===== src/rtl/gray_counter.sv =====
// Registered up/down Gray-code counter with synchronous load and wrap pulse,
// plus an independent one-stage Gray-to-binary decoder.
module gray_counter #(
    parameter int WIDTH = 10,
    parameter int INIT  = 0
) (
    input  logic             clk,
    input  logic             reset,
    input  logic             en,
    input  logic             up,
    input  logic             load,
    input  logic [WIDTH-1:0] load_value,
    output logic [WIDTH-1:0] bin_out,
    output logic [WIDTH-1:0] gray_out,
    output logic             wrap,
    input  logic             dec_valid_in,
    input  logic [WIDTH-1:0] dec_gray_in,
    output logic             dec_valid_out,
    output logic [WIDTH-1:0] dec_bin_out
);

    localparam logic [WIDTH-1:0] INIT_B = WIDTH'(INIT);
    localparam logic [WIDTH-1:0] ONE_B  = WIDTH'(1);

    function automatic logic [WIDTH-1:0] bin2gray(input logic [WIDTH-1:0] b);
        return b ^ (b >> 1);
    endfunction

    function automatic logic [WIDTH-1:0] gray2bin(input logic [WIDTH-1:0] g);
        logic [WIDTH-1:0] b;
        b[WIDTH-1] = g[WIDTH-1];
        for (int i = WIDTH - 2; i >= 0; i--) begin
            b[i] = b[i+1] ^ g[i];
        end
        return b;
    endfunction

    logic [WIDTH-1:0] r_bin_p1;
    logic [WIDTH-1:0] r_gray_p1;
    logic             r_wrap_p1;
    logic             r_dec_vld_p1;
    logic [WIDTH-1:0] r_dec_bin_p1;

    logic [WIDTH-1:0] w_bin_nxt;
    logic             w_wrap_nxt;

    always_comb begin
        w_bin_nxt  = r_bin_p1;
        w_wrap_nxt = 1'b0;
        if (load) begin
            w_bin_nxt = load_value;
        end else if (en) begin
            if (up) begin
                w_bin_nxt  = r_bin_p1 + ONE_B;
                w_wrap_nxt = (r_bin_p1 == '1);
            end else begin
                w_bin_nxt  = r_bin_p1 - ONE_B;
                w_wrap_nxt = (r_bin_p1 == '0);
            end
        end
    end

    // p0 -> p1: Gray is encoded from the next binary value so both flop together
    always_ff @(posedge clk) begin
        if (reset) begin
            r_bin_p1  <= INIT_B;
            r_gray_p1 <= bin2gray(INIT_B);
            r_wrap_p1 <= 1'b0;
        end else begin
            r_bin_p1  <= w_bin_nxt;
            r_gray_p1 <= bin2gray(w_bin_nxt);
            r_wrap_p1 <= w_wrap_nxt;
        end
    end

    // p0 -> p1: decoder stage, data held while the qualifier is low
    always_ff @(posedge clk) begin
        if (reset) begin
            r_dec_vld_p1 <= 1'b0;
            r_dec_bin_p1 <= '0;
        end else begin
            r_dec_vld_p1 <= dec_valid_in;
            if (dec_valid_in) begin
                r_dec_bin_p1 <= gray2bin(dec_gray_in);
            end
        end
    end

    assign bin_out       = r_bin_p1;
    assign gray_out      = r_gray_p1;
    assign wrap          = r_wrap_p1;
    assign dec_valid_out = r_dec_vld_p1;
    assign dec_bin_out   = r_dec_bin_p1;

endmodule


===== config.mk =====
export PLATFORM = sky130hd
export DESIGN_NAME = gray_counter
export DESIGN_NICKNAME = d
export VERILOG_FILES = /design/src/rtl/gray_counter.sv
export SDC_FILE = /design/constraint.sdc
export NUM_CORES = 1
export LEC_CHECK = 0
export BUFFER_PORTS_ARGS = -buffer_cell sky130_fd_sc_hd__buf_2
export CAP_MARGIN = 30
export CORE_ASPECT_RATIO = 1.75
export CORE_UTILIZATION = 46
export CTS_CLUSTER_SIZE = 25
export DETAILED_ROUTE_END_ITERATION = 6
export PLACE_DENSITY = 0.76
export SLEW_MARGIN = 30
export SYNTH_ARGS = -nofsm -noshare
export SYNTH_HDL_FRONTEND = slang
export SYNTH_SLANG_ARGS = --single-unit

===== constraint.sdc =====
create_clock -name clk -period 2.1 [get_ports clk]
set_input_delay 0.21 -clock clk [delete_from_list [all_inputs] [get_ports clk]]
set_output_delay 0.21 -clock clk [all_outputs]
set_load 0.1 [all_outputs]

After elaboration in Yosys (flattened, before gate mapping)
Index checks and enable logic that the tools add are counted.
Word-level totals
  register bits after elaboration: 32
  bits of input ports: 26
  output and inout port bits: 32
  logic and storage cells: 25
Cells by class
  add/sub/neg operators: 2
  eq/ne operators: 1
  multiplexer cells: 4
  bitwise gates (word level): 11
  reductions and logical operators: 2
Operators with widths (number)
  $mux 10: 3
  $add 10x1->10 const B: 1
  $eq 10x10->1 const B: 1
  $logic_not 10->1: 1
  $sub 10x1->10 const B: 1
  $xor 10x9->10: 1
  $xor 1x1->1: 9
  $reduce_or 3->1: 1
  $mux 1: 1
  $not 1->1: 1

Logic depth before layout (Yosys ltp)
Gate-level depths: netlist of run 1.
  word-level depth: 9
  mapped depth: 9

Worst setup path before layout of run 1
Ideal clock, no wire load.
  path type: register to register
  from: register r_bin_p1[6] (netlist: bin_out[6])
  to: register r_gray_p1[8] (netlist: gray_out[8])
  arrival time: 2.908 ns
  required time: 2.021 ns
  setup slack: -0.887 ns
  cell stages (with the launch flop): 9
  path buffers: 0
  period minus slack after synthesis: 2.987 ns
  cells stage by stage: dfxtp_1 -> ha_1 -> a21oi_1 -> o21ai_0 -> or4_1 -> o21ai_0 -> a2111oi_2 -> xnor2_1 -> a211oi_2
Between the ends
  cells in the longest elaborated chain, start to end: 5
  elaborated cells between the ends (all ways): 6
  those cells by class: add/sub (2); mux (3); bitwise (1)
Ends and longest elaborated chain
  from (decl): RTL line 38  | logic [WIDTH-1:0] r_bin_p1;
  from (signal assigned): RTL line 70  | r_bin_p1 <= w_bin_nxt;
  $sub 10x1->10 or $add 10x1->10 (tied branches): RTL line 57, 54
  $mux 10 *: RTL line 53  | if (up) begin
  $mux 10 *: RTL line 52  | end else if (en) begin
  $mux 10 *: RTL line 50  | if (load) begin
  $xor 10x9->10 *: RTL line 26  | return b ^ (b >> 1);
  to (signal assigned): RTL line 67  | r_gray_p1 <= bin2gray(INIT_B);
  to (signal assigned): RTL line 71  | r_gray_p1 <= bin2gray(w_bin_nxt);
  to (decl): RTL line 39  | logic [WIDTH-1:0] r_gray_p1;
Every way passes the cells marked *; elsewhere a longest branch is shown, timed or not.
A chain may end at the register's enable or synchronous reset.

Worst setup path in the final report of run 1
  from: register r_bin_p1[8] (netlist: bin_out[8])
  to: register r_gray_p1[8] (netlist: gray_out[8])
Between the ends
  cells in the longest elaborated chain, start to end: 5
  elaborated cells between the ends (all ways): 6
  those cells by class: add/sub (2); mux (3); bitwise (1)
Ends and longest elaborated chain (RTL line)
  $sub 10x1->10 or $add 10x1->10 (tied branches): 57, 54
  $mux 10: 53
  $mux 10 *: 52
  $mux 10 *: 50
  $xor 10x9->10 *: 26
Marked as above.

==> reports/qor.csv, run 1 <==
stage,metric,value,unit
pwr,p_sw_share,46.6,%
setup_path,cpMaxStageDelayCell,dfxtp_4,
yosys,synth_cells,216,
timing,rsz0062_at_grt,true,
timing,fin_crit,2150,ps
layout,stdcell_count,347,
clock_network,cts_tree,built,
hold_path,hold_depth,3,
pwr,power.switching,1070,uW
clock_network,clockBufferDepth,2,
pwr,power_density,851,mW/mm^2
clock_network,root_buffer,clkbuf_8,
die,num_rows,30,
timing,setup_ws,-46.2,ps
flow_run,drv_cap,0,
yosys,synth_area,0.00186,sq mm
timing,finalCritPeriodShare,102,%
layout,final_cell_mix,"buf_2 (57), nor2_1 (36), buf_4 (27)",
layout,nets,333,
die,start_util,48.0,%
yosys,syn_nets,251,
setup_path,critPathTopFamily,compound AO/OA/AOI/OAI gates,
global_route,overflow,0,
setup_path,reg2reg_depth,8,
yosys,avgSynthCellArea,8.60,sq um
outcome,violations,negative setup slack,
pwr,seqPwrFrac,30.4,%
setup_path,start_kind,flip-flop,
die,die_y,86.0,um
placement,routabilityCongestion,0.945,
placement,port_buffers,57,
yosys,synthFlopType,dfxtp_1,
clock_network,cts_hold_buffers,0,
timing,worst_pin_slew,541,ps
clock_network,htree_levels,2,
layout,final_common_cell,buf_2,
pwr,ir_drop,822,uV
clock_network,clkLatencyLatePin,270,ps
pwr,p_leak,0.00121,uW
timing,finalSetupViolations,1,
detailed_routing,vias,1878,
setup_path,cp_data_arrival_time,2340,ps
clock_network,cts_buffers,5,
timing,finalHoldViolations,0,
placement,place_inst,337,
die,core,0.00387,sq mm
setup_path,worstPathCellList,ha_4 > and4_1 > nand4_2 > nand2_2 > mux2_4 > a2111oi_4 > xnor2_1 > a211oi_2,
timing,fin_skew,7.52,ps
detailed_routing,drt_iter0_drc,30,
die,die_area,0.00430,sq mm
yosys,ys_seq_area_share,33.4,%
hold_path,hp-class,in2reg,
detailed_routing,routedWlPerCell,14.1,um
yosys,synth-seq-cells,31,
placement,pre_cts_slack,-284,ps
clock_network,cts.clk_slew.worst_paths,60,ps
die,num_io_pins,58,
detailed_routing,wl,4.88,mm
setup_path,worstPathMaxFanout,5,
layout,diodes,0,
setup_path,endpoint_kind,flip-flop,
pwr,p_comb_share,51.0,%
global_route,grt_max_degree,32,
setup_path,critPathRequiredTime,2300,ps
timing,fmax,0.466,GHz
setup_path,crit_cells,8,
yosys,synth_cell_type_count,46,
setup_path,path_buf_inv,0,
detailed_routing,firstDrtPassIters,4,
setup_path,max_stage_delay,370,ps
yosys,async_flop_share,0,%
clock_network,cts_sinks,31,
timing,report.final.slew_viol_count,0,
global_route,antenna_found_initial,0,
yosys,synth_edf_count,0,
timing,slew_headroom,63.9,%
yosys,yosys_warnings,0,
pwr,p_int,1230,uW
global_route,grt_pass1_wl,8.00,mm
outcome,outcome,finished with violations,
detailed_routing,drt-vias-per-instance,5.41,
global_route,grt_pass1_vias,1780,
layout,drive_above_1_share,45.5,%
die,die_width,50.0,um
detailed_routing,drc_errors,0,
pwr,total_power,2310,uW
placement,dp_hpwl,3.83,mm
global_route,grt_usage,24.0,%
detailed_routing,antenna_left,0,
setup_path,critPathKind,reg2reg,
pwr,clkPwrFrac,18.5,%
layout,area_growth,46.0,%
[cells in the mapped netlist, types with 7 or more instances]
master    number  share of area [%]
inv_1          8                1.6
o21ai_0        8                2.2
nor3_1         8                2.2
nor2b_1        7                2.4
a211oi_1       9                3.6
xnor2_1       15                7.1
clkbuf_1       8                1.6
dfxtp_1       31                 33
a21oi_1        9                2.4
ha_1           8                5.4
nor2_1        36                7.3
nand2_1       10                2.0
[area by class of cell]
| type | count | area, sq um |
|---|---|---|
| clock buffers | 6 | 72.6 |
| clock inverters | 2 | 7.51 |
| fillers | 341 | 1150 |
| inverters | 8 | 33.8 |
| multi-input cells | 167 | 1380 |
| flip-flops and latches | 31 | 654 |
| well taps | 48 | 60.1 |
| repair buffers | 85 | 508 |
[sequential cells by signal, indices dropped and copies added (netlist names)]
register / flops
bin_out: 10
dec_bin_out: 10
gray_out: 9
dec_valid_out: 1
wrap: 1
[metal layers]
layer	wire length, um	part of all wire (%)	vias up	GRT usage (%)
met5	0	0	-	0
met1	1940	40	881	25.5
met2	2630	54	52	45.0
met3	176	3.6	12	3.01
met4	138	2.8	0	10.9
li1	-	-	933	-
[cell families after synthesis]
family | count (synthesis) | synth area share (%)
compound gates | 51 | 19.9
fa+ha+maj | 9 | 6.47
simple gates | 78 | 20.0
flops | 31 | 33.4
xor+xnor | 23 | 12.9
buf+inv | 18 | 3.84
mux | 6 | 3.50
[worst paths after layout]
check | from | end | slack (ps)
min | load_value[0] | bin_out[0] | 200
max | bin_out[8] | gray_out[8] | -50
min reg2reg | dec_bin_out[4] | dec_bin_out[4] | 490
max reg2reg | bin_out[8] | gray_out[8] | -50
[power groups by stage]
| stage | clock, uW | sequential [uW] | combinational (uW) |
|---|---|---|---|
| 5_1_grt | 461 | 711 | 1240 |
| 3_5_place_dp | 0 | 713 | 1140 |
| 6_report | 428 | 702 | 1180 |
| 2_1_floorplan | 0 | 1200 | 415 |
| 4_1_cts | 440 | 703 | 1150 |
| 3_3_place_gp | 0 | 714 | 1120 |
[worst reg2reg max path, cell delays in order, from the launching register on]
cell       delay [ps]
dfxtp_4           370
ha_4              280
and4_1            220
nand4_2           110
nand2_2           130
mux2_4            320
a2111oi_4         270
xnor2_1           140
a211oi_2          220
[per-stage QoR]
stage | instance area (sq um) | setup TNS (ps) | utilization (%) | hold slack [ps]
finish | 2710 | -46.2 | 70.1 | 203
global route | 2710 | -319 | 70.1 | 213
CTS | 2650 | -54.9 | 68.5 | 200
detailed placement | 2520 | -1830 | 65.3 | 476
global placement | 2520 | -1440 | 65.3 | 469
floorplan | 2010 | -386 | - | 272
[timing repair]
| item | CTS | global route |
|---|---|---|
| setup buffers | 2 | 1 |
| resized for setup | 5 | 12 |
| setup endpoints to repair | 6 | 9 |
| pin swaps | 2 | 5 |
Power figures use the tool's default switching activity.
==> inputs of run 2 (changes only) <==
- CORE_UTILIZATION: 46 -> 48
- CTS_BUF_LIST: not set -> sky130_fd_sc_hd__clkbuf_4
- PLACE_DENSITY: 0.76 -> 0.82
- TNS_END_PERCENT: not set -> 30
==> run 2 against run 1 <==
Effect of this change: the flow now finishes without violations; fmax increased by 2.4%; core utilization increased by 3.2 points; critical path depth unchanged; global-route usage increased by 1.3 points; clock-buffer cell count unchanged; sequential share of layout area increased by 0.20 points; total power decreased by 3.8%.
==> reports/qor.csv, run 2 (synthesis results as in run 1) <==
stage,metric,value,unit,change
clock_network,cts.clk_slew.worst_paths,100,ps,+40 ps
pwr,p_int,1150,uW,-6.8%
clock_network,cts_sinks,31,,unchanged
global_route,grt_max_degree,32,,unchanged
placement,dp_hpwl,3.80,mm,-0.59%
placement,place_inst,333,,-1.2%
detailed_routing,antenna_left,0,,unchanged
pwr,power.switching,1070,uW,-0.39%
global_route,overflow,0,,unchanged
timing,fin_setup_tns,0,ps,+46.2 ps
timing,slew_headroom,63.9,%,about the same
clock_network,clkLatencyLatePin,320,ps,+50 ps
timing,timing.hold.ws,160,ps,-42.8 ps
global_route,antenna_found_initial,0,,unchanged
die,core,0.00366,sq mm,-5.2%
detailed_routing,wl,5.08,mm,+4.1%
flow_run,drv_cap,0,,unchanged
placement,routabilityCongestion,0.891,,-5.7%
detailed_routing,drt_iter0_drc,70,,+130%
layout,fillers,307,,-10%
clock_network,clockBufferDepth,2,,unchanged
detailed_routing,drc_errors,0,,unchanged
clock_network,cts_tree,built,,
layout,area_growth,44.8,%,
pwr,p_comb_share,53.7,%,+2.7 points
detailed_routing,firstDrtPassIters,4,,unchanged
placement,place_area,0.00249,sq mm,-1.2%
clock_network,cts_buffers,5,,unchanged
setup_path,cpMaxStageDelayCell,dfxtp_4,,
timing,fin_crit,2090,ps,-51.3 ps
detailed_routing,vias,1922,,+2.3%
placement,port_buffers,57,,unchanged
detailed_routing,drt-vias-per-instance,5.54,,+2.3%
clock_network,cts_hold_buffers,0,,unchanged
timing,fin_skew,12.0,ps,+4.49 ps
setup_path,critPathKind,reg2reg,,
layout,drive_above_1_share,45.5,%,about the same
timing,worst_pin_slew,542,ps,+0.733 ps
pwr,ir_drop,701,uV,-15%
die,die_y,84.3,um,-2.1%
clock_network,htree_levels,2,,unchanged
setup_path,worstPathCellList,ha_4 > nand2_4 > a211o_1 > nand2_2 > mux2_4 > a2111oi_4 > xnor2_1 > a211oi_2,,
layout,stdcell_area,0.00269,sq mm,-0.83%
setup_path,cp_data_arrival_time,2340,ps,about the same
layout,diodes,0,,unchanged
setup_path,critPathRequiredTime,2350,ps,+50 ps
setup_path,max_stage_delay,370,ps,about the same
pwr,p_sw_share,48.3,%,+1.7 points
layout,stdcell_count,347,,unchanged
setup_path,worstPathMaxFanout,4,,-1
die,num_rows,29,,-3.3%
pwr,clkPwrFrac,14.8,%,-3.7 points
global_route,grt_usage,25.3,%,+1.3 points
layout,nets,335,,+0.60%
pwr,power_density,825,mW/mm^2,-3.0%
setup_path,start_kind,flip-flop,,
pwr,seqPwrFrac,31.5,%,+1.1 points
timing,fmax,0.477,GHz,+2.4%
die,start_util,50.7,%,+2.6 points
global_route,grt_pass1_wl,8.14,mm,+1.6%
detailed_routing,routedWlPerCell,14.6,um,+4.1%
timing,finalCritPeriodShare,99.8,%,-2.4 points
layout,final_cell_mix,"buf_2 (57), nor2_1 (36), buf_4 (27)",,
die,die_width,49.0,um,-2.0%
pwr,p_leak,0.00121,uW,-0.32%
clock_network,root_buffer,clkbuf_4,,
timing,report.final.slew_viol_count,0,,unchanged
timing,rsz0062_at_grt,true,,
layout,final_common_cell,buf_2,,
global_route,grt_pass1_vias,1966,,+10%
die,die_area,0.00413,sq mm,-4.0%
hold_path,hp-class,in2reg,,
outcome,outcome,"complete, no violations",,
die,num_io_pins,58,,unchanged
timing,finalHoldViolations,0,,unchanged
timing,finalSetupViolations,0,,-1
setup_path,endpoint_kind,flip-flop,,
-- run 2: critical path, delay by kind of cell (launching register included) --
family / cells / cell delay [ps]
AO/OA/AOI/OAI: 3 / 730
flip-flops: 1 / 370
multiplexers: 1 / 320
adder cells (fa/ha/maj): 1 / 300
AND/OR/NAND/NOR: 2 / 170
XOR/XNOR: 1 / 130
-- run 2: repair_timing --
item | 4_1_cts | 5_1_grt
resized for setup | 6 | 11
setup buffers | 6 | 0
pin swaps | 14 | 8
setup endpoints to repair | 4 | 9
-- run 2: layout make-up --
type                            count  area (sq um)  area share [%]
Clock inverter                      2          7.51           0.279
Inverter                            8          33.8            1.26
Clock buffer                        6          45.0            1.68
Tap cell                           46          57.6            2.14
Sequential cell                    31           654            24.3
Timing Repair Buffer               87           522            19.4
Multi-Input combinational cell    167          1370            50.9
-- run 2: layer usage --
| metal | routed length [um] | GRT usage [%] | up-vias | part of all wire, % |
|---|---|---|---|---|
| li1 | - | - | 931 | - |
| met1 | 1860 | 25.1 | 907 | 37 |
| met2 | 2840 | 48.0 | 71 | 56 |
| met3 | 189 | 2.72 | 13 | 3.7 |
| met4 | 197 | 16.3 | 0 | 3.9 |
| met5 | 0 | 0 | - | 0 |
-- run 2: final timing paths --
kind	cells after the start	endpoint	slack, ps	startpoint
setup / recovery	8	gray_out[8]	5	bin_out[8]
hold / removal	3	bin_out[0]	160	load_value[0]
setup reg to reg	8	gray_out[8]	5	bin_out[8]
hold reg to reg	2	dec_bin_out[2]	490	dec_bin_out[2]
-- run 2: per-stage QoR --
| step | setup slack [ps] | power, uW | util [%] |
|---|---|---|---|
| 2_1_floorplan | -99.8 | 1610 | - |
| 3_3_place_gp | -246 | 1820 | 68.1 |
| 3_5_place_dp | -340 | 1840 | 68.1 |
| 4_1_cts | -26.7 | 2200 | 71.7 |
| 5_1_grt | -115 | 2330 | 73.4 |
| 6_report | 5.06 | 2220 | 73.4 |
-- run 2: power by group through the flow --
stage	registers [uW]	clock network [uW]	logic (uW)
final	699	328	1190
after detailed placement	714	0	1130
after floorplan	1200	0	415
after global placement	714	0	1110
after CTS	699	340	1160
after global routing	707	364	1260
